File: src/rtl/vc_injection_arbiter.sv
// Wormhole injection arbiter: round-robin packet grant among VC sources onto one
// router local port, holding the grant from head flit through tail flit.
module vc_injection_arbiter #(
   parameter int VC              = 4,
   parameter int DATA_WIDTH      = 32,
   parameter int IDENTIFIER_BITS = 2,
   localparam int VW             = $clog2(VC)
) (
   input  logic                     clk,
   input  logic                     rst,
   input  logic [VC*DATA_WIDTH-1:0] data_in,
   input  logic [VC-1:0]            valid_in,
   output logic [VC-1:0]            ready_in,
   output logic [DATA_WIDTH-1:0]    data_out,
   output logic                     valid_out,
   input  logic                     ready_out,
   output logic [VW-1:0]            vc_out,
   output logic                     busy,
   output logic [31:0]              packets_sent,
   output logic                     protocol_error
);

   typedef enum logic [0:0] {
      IDLE   = 1'b0,
      LOCKED = 1'b1
   } state_t;

   localparam logic [IDENTIFIER_BITS-1:0] KIND_HEAD = IDENTIFIER_BITS'(2'b01);
   localparam logic [IDENTIFIER_BITS-1:0] KIND_TAIL = IDENTIFIER_BITS'(2'b11);

   function automatic logic [IDENTIFIER_BITS-1:0] flit_kind(input logic [DATA_WIDTH-1:0] flit);
      return flit[DATA_WIDTH-1 -: IDENTIFIER_BITS];
   endfunction

   logic [DATA_WIDTH-1:0]      flit_s [VC];
   logic [VC-1:0]              head_s;
   state_t                     state_r, state_next_s;
   logic [VW-1:0]              ptr_r, ptr_next_s;
   logic [VW-1:0]              lock_vc_r, lock_vc_next_s;
   logic                       head_done_r, head_done_next_s;
   logic [31:0]                packets_sent_r, packets_next_s;
   logic                       protocol_error_r, error_next_s;
   logic                       grant_found_s;
   logic [VW-1:0]              grant_vc_s;
   logic [VW-1:0]              idx_s;
   logic                       xfer_s;
   logic [IDENTIFIER_BITS-1:0] lock_kind_s;

   // Unpack per-VC flits and classify head flits
   always_comb begin
      for (int i = 0; i < VC; i++) begin
         flit_s[i] = data_in[i*DATA_WIDTH +: DATA_WIDTH];
         head_s[i] = (flit_kind(flit_s[i]) == KIND_HEAD);
      end
   end

   // Round-robin search for the first valid head starting at ptr
   always_comb begin
      grant_found_s = 1'b0;
      grant_vc_s    = ptr_r;
      idx_s         = ptr_r;
      for (int k = 0; k < VC; k++) begin
         idx_s = ptr_r + VW'(k);
         if (!grant_found_s && valid_in[idx_s] && head_s[idx_s]) begin
            grant_found_s = 1'b1;
            grant_vc_s    = idx_s;
         end else begin
            grant_vc_s = grant_vc_s;
         end
      end
   end

   // Combinational pass-through of the locked VC
   always_comb begin
      data_out  = {DATA_WIDTH{1'b0}};
      valid_out = 1'b0;
      ready_in  = {VC{1'b0}};
      if (state_r == LOCKED) begin
         data_out            = flit_s[lock_vc_r];
         valid_out           = valid_in[lock_vc_r];
         ready_in[lock_vc_r] = ready_out;
      end else begin
         data_out = {DATA_WIDTH{1'b0}};
      end
   end

   assign xfer_s         = (state_r == LOCKED) && valid_in[lock_vc_r] && ready_out;
   assign lock_kind_s    = flit_kind(flit_s[lock_vc_r]);
   assign vc_out         = lock_vc_r;
   assign busy           = (state_r == LOCKED);
   assign packets_sent   = packets_sent_r;
   assign protocol_error = protocol_error_r;

   // Next-state: grant in IDLE, release on tail, flag protocol violations
   always_comb begin
      state_next_s     = state_r;
      ptr_next_s       = ptr_r;
      lock_vc_next_s   = lock_vc_r;
      head_done_next_s = head_done_r;
      packets_next_s   = packets_sent_r;
      error_next_s     = protocol_error_r;
      case (state_r)
         IDLE: begin
            if (grant_found_s) begin
               state_next_s     = LOCKED;
               lock_vc_next_s   = grant_vc_s;
               head_done_next_s = 1'b0;
            end else begin
               state_next_s = IDLE;
            end
            if (|(valid_in & ~head_s)) begin
               error_next_s = 1'b1;
            end else begin
               error_next_s = protocol_error_r;
            end
         end
         LOCKED: begin
            if (xfer_s) begin
               head_done_next_s = 1'b1;
               if (lock_kind_s == KIND_TAIL) begin
                  state_next_s   = IDLE;
                  ptr_next_s     = lock_vc_r + VW'(1);
                  packets_next_s = packets_sent_r + 32'd1;
               end else if ((lock_kind_s == KIND_HEAD) && head_done_r) begin
                  // a second head inside one packet: pass it but remember the fault
                  error_next_s = 1'b1;
               end else begin
                  state_next_s = LOCKED;
               end
            end else begin
               state_next_s = LOCKED;
            end
         end
         default: begin
            state_next_s = IDLE;
         end
      endcase
   end

   // State registers with synchronous reset
   always_ff @(posedge clk) begin
      if (rst) begin
         state_r          <= IDLE;
         ptr_r            <= {VW{1'b0}};
         lock_vc_r        <= {VW{1'b0}};
         head_done_r      <= 1'b0;
         packets_sent_r   <= 32'd0;
         protocol_error_r <= 1'b0;
      end else begin
         state_r          <= state_next_s;
         ptr_r            <= ptr_next_s;
         lock_vc_r        <= lock_vc_next_s;
         head_done_r      <= head_done_next_s;
         packets_sent_r   <= packets_next_s;
         protocol_error_r <= error_next_s;
      end
   end

endmodule
File: config.mk
export PLATFORM = sky130hd
export DESIGN_NAME = vc_injection_arbiter
export DESIGN_NICKNAME = d
export VERILOG_FILES = /design/src/rtl/vc_injection_arbiter.sv
export SDC_FILE = /design/constraint.sdc
export NUM_CORES = 1
export LEC_CHECK = 0
export ABC_AREA = 1
export CAP_MARGIN = 15
export CORE_MARGIN = 3
export CORE_UTILIZATION = 39
export DETAILED_ROUTE_END_ITERATION = 8
export GPL_TIMING_DRIVEN = 0
export PLACE_DENSITY = 0.82
export SKIP_LAST_GASP = 1
export SYNTH_ARGS = -nofsm -noshare
export SYNTH_HDL_FRONTEND = slang
export SYNTH_SLANG_ARGS = --single-unit
File: constraint.sdc
create_clock -name clk -period 1.9 [get_ports clk]
set_input_delay 0.38 -clock clk [delete_from_list [all_inputs] [get_ports clk]]
set_output_delay 0.38 -clock clk [all_outputs]
set_load 0.01 [all_outputs]
==> out/metrics.csv <==
stage,metric,value,unit
critical_path,CP startpoint kind,flip-flop,
placed_design,Routability Congestion,0.935,
timing,fin crit period,2170,ps
cts,CTS H-tree depth,2,
cts,"Reg clk slew, reported paths",70,ps
final_layout,Final Core Density,72.0,%
pwr,Logic pwr share,57.4,%
die,die width,102,µm
critical_path,Worst EP required,1520,ps
route,total wire length,18.2,mm
cts,CTS max path bufs,2,
timing,Tcrit/Tclk final,114,%
critical_path,crit-path cells,buf_12 > clkbuf_16 > nor2_1 > nor2_1 > o21ai_1 > a21oi_1 > buf_2,
yosys,Post-Synthesis Cells,668,
cts,CTS Buf Count,5,
timing,skew final,4.38,ps
grt,global-route wire length before repair,25.8,mm
run_status,failing checks,setup timing,
placed_design,Placed Cells,982,
timing,Final Worst Setup Slack,-274,ps
cts,TritonCTS Sinks,39,
timing,Slew headroom,61.9,%
yosys,Synth Area in Adders,1.73,%
yosys,cell area after synthesis,3620,µm²
flow_run,max_cap viols,0,
hold_path,Hold Path Cell Cnt,2,
placed_design,Post-Place Cell Area,5820,µm²
yosys,XOR/XNOR Fraction of Synth Area,5.32,%
pwr,internal power,2.07,mW
cts,Clock Latency Late Sink,300,ps
pwr,Clk pwr share,17.1,%
run_status,outcome,"complete, but fails checks",
grt,initial antenna violation count,0,
yosys,proportion of synthesized area in mux cells,0,%
die,starting density of the core,40.9,%
final_layout,design area,6370,µm²
route,DR iter-0 viols,335,
critical_path,slowest CP cell,dfxtp_4,
route,Residual DRC,0,
critical_path,Crit Path Max Fanout,10,
grt,GRT Total Usage,31.6,%
yosys,syn avg cell area,5.42,µm²
final_layout,layout cells sized above 1,15.5,%
yosys,Post-Syn Nets,808,
pwr,Design Power,3.40,mW
yosys,Simple-Gate Fraction of Synth Area,41.4,%
final_layout,Area Overhead vs Synth,76.0,%
critical_path,Crit Path Category,reg -> out,
route,first drt pass iteration count,6,
yosys,Netlist cell types,29,
timing,Pins Over Slew Limit,0,
grt,grt total ovfl,0,
critical_path,CP Buf/Inv Count,3,
yosys,Synth area leader,dfxtp_1,
yosys,top area cells in the synthesized netlist,"dfxtp_1, nor2_1, nand2_1",
critical_path,CP peak stage delay,400,ps
pwr,Sequential Power Share,25.4,%
yosys,synthesized flop and latch total,39,
die,Ports,208,
yosys,sequential area share after synthesis,21.6,%
pwr,Pleak,2.54,nW
yosys,post-synth top area share,21.6,%
timing,# setup viols final,23,
die,Core ar.,8850,µm²
final_layout,ant diodes,0,
timing,Final Hold Violating Endpoints,0,
yosys,Compound-Gate Fraction of Synth Area,21.1,%
critical_path,FF-to-FF path depth,11,
route,"antenna viol nets, final",0,
final_layout,# fillers,728,
timing,Achievable Freq,460,MHz
placed_design,port bufs,206,
cts,Hold Buf Count CTS,0,
yosys,Ys Warns,0,
timing,RSZ-0062 raised after global routing,yes,
grt,vias in the first global route,5030,
route,routed len/inst,18.1,µm
die,DIE AREA,10500,µm²
route,Vias per Instance,5.47,
critical_path,Most common cell on crit path,nor2_1,
critical_path,critical path's top delay family,buffers and inverters,
critical_path,critical path arrival,1790,ps
yosys,largest family of logic cells by synthesized area,simple AND/OR/NAND/NOR gates,
critical_path,Critical Path End Type,output pin,
pwr,VDD IR-drop max,451,µV
pwr,sw power,1.33,mW
timing,Least-Margin Pin Slew,572,ps
final_layout,Nets,1037,
pwr,switch share,39.2,%
cts,clock root cell,clkbuf_8,
pwr,PD cells,534,nW/µm²
route,via count of the routed design,5495,
final_layout,fin cells,1005,
grt,pin count of the biggest net entering global routing,12,
die,Core Rows,34,
die,DIE HEIGHT,102,µm
placed_design,placed wire-length estimate,13.2,mm
hold_path,HP Class,reg -> reg,
critical_path,Crit path depth,7,
cts,CTS tree,done,
==> Yosys cell counts <==
| cell | number |
|---|---|
| nor2_1 | 176 |
| nand2_1 | 146 |
| o21ai_0 | 78 |
| a21oi_1 | 67 |
| dfxtp_1 | 39 |
| inv_1 | 38 |
| clkbuf_1 | 22 |
| nand3_1 | 22 |
| nor3_1 | 18 |
| xor2_1 | 17 |
| ha_1 | 5 |
| nand4_1 | 5 |
| xnor2_1 | 5 |
| buf_2 | 4 |
| buf_4 | 4 |
| buf_1 | 3 |
| nor2_2 | 3 |
| buf_6 | 2 |
| clkinv_1 | 2 |
| inv_2 | 2 |
| nand3b_1 | 2 |
| a21oi_2 | 1 |
| a22o_1 | 1 |
| a31oi_1 | 1 |
| nand2_2 | 1 |
| nor3_2 | 1 |
| nor3b_1 | 1 |
| o211ai_1 | 1 |
| o21ai_1 | 1 |
==> per-stage QoR <==
stage               TNS [ps]  setup slack (ps)  hold slack, ps
global route           -3930              -358             499
detailed placement    -29680              -827             465
global placement      -27270              -744             468
finish                 -1540              -274             476
floorplan                  0              87.1             461
CTS                    -1700              -154             480
==> layout by cell type (no fill, tap or decap), types with 2 or more instances in the layout <==
| master | Yosys | layout |
|---|---|---|
| nor2_4 | 0 | 12 |
| a21oi_1 | 67 | 63 |
| dfxtp_2 | 0 | 2 |
| xnor2_1 | 5 | 5 |
| buf_8 | 0 | 7 |
| buf_2 | 4 | 40 |
| nor3_2 | 1 | 2 |
| nor2_1 | 176 | 156 |
| clkdlybuf4s50_1 | 0 | 166 |
| a21oi_2 | 1 | 5 |
| nand4_1 | 5 | 5 |
| clkinv_2 | 0 | 2 |
| nand2_2 | 1 | 5 |
| nand3b_1 | 2 | 2 |
| clkbuf_1 | 22 | 4 |
| inv_1 | 38 | 38 |
| clkbuf_16 | 0 | 9 |
| nor2_2 | 3 | 11 |
| o21ai_4 | 0 | 2 |
| buf_6 | 2 | 7 |
| xor2_1 | 17 | 17 |
| nand2_1 | 146 | 142 |
| nor3_1 | 18 | 17 |
| dfxtp_1 | 39 | 36 |
| clkbuf_8 | 0 | 9 |
| clkbuf_2 | 0 | 3 |
| ha_1 | 5 | 5 |
| buf_4 | 4 | 12 |
| o21ai_0 | 78 | 38 |
| nand3_1 | 22 | 21 |
| o21ai_1 | 1 | 35 |
| dlygate4sd2_1 | 0 | 3 |
| o21ai_2 | 0 | 4 |
==> worst paths after layout <==
path         slack, ps           start                to
max reg2reg        120       vc_out[0]  packets_sent[17]
max               -270       vc_out[0]       data_out[3]
min reg2reg        480  protocol_error    protocol_error
min                480  protocol_error    protocol_error
==> worst register-to-register path, cell delays in order (launching register included) <==
cell     delay (ps)
dfxtp_4         380
inv_2            90
buf_8           150
nand2_1          60
a21oi_1         160
a21oi_2          60
nor2_2          160
nand2_2         130
buf_6           160
buf_6           150
nand2_1          80
a21oi_1          70
==> flip-flops by register name (all words and copies together), names as in the netlist <==
register,flops
head_done_r,1
vc_out,2
protocol_error,1
ptr_r,2
busy,1
packets_sent,32
==> cell families after synthesis <==
| group | after synthesis |
|---|---|
| AOI/OAI and AO/OA | 150 |
| xor gates and xnor gates | 22 |
| adders and majority gates | 5 |
| buffers and inverters | 77 |
| DFF | 39 |
| and+or+nand+nor | 375 |
==> area by class of cell <==
class                   count  area, µm²  area share [%]
repair buffers            222       2070            32.4
multi-input cells         552       2700            42.3
well taps                 108        135            2.12
clock inverters             1       5.00          0.0785
inverters                  42        169            2.65
plain buffers              35        430            6.75
clock buffers               6       82.6            1.30
flip-flops and latches     39        787            12.4
==> layer usage <==
| layer | track usage (%) | vias to the layer above | wire [µm] |
|---|---|---|---|
| met5 | 0 | - | 0 |
| met4 | 12.3 | 0 | 984 |
| li1 | - | 2609 | - |
| met2 | 55.7 | 328 | 8440 |
| met3 | 5.94 | 83 | 1680 |
| met1 | 37.7 | 2475 | 7120 |
==> power groups by stage <==
stage / registers [mW] / clock network, mW / logic [mW]
final: 0.864 / 0.583 / 1.95
after global placement: 0.879 / 0 / 1.48
after detailed placement: 0.880 / 0 / 1.50
after CTS: 0.858 / 0.595 / 1.70
after global routing: 0.865 / 0.630 / 2.08
after floorplan: 0.879 / 0 / 0.720
==> what timing repair did <==
item	CTS	global route
resized for setup	224	103
endpoints found under the setup margin	37	61
cloned	1	4
endpoints found under the hold margin	0	0
buffers inserted	9	2
pin swaps	10	42
Note: power is estimated with default switching activity, not from simulation.
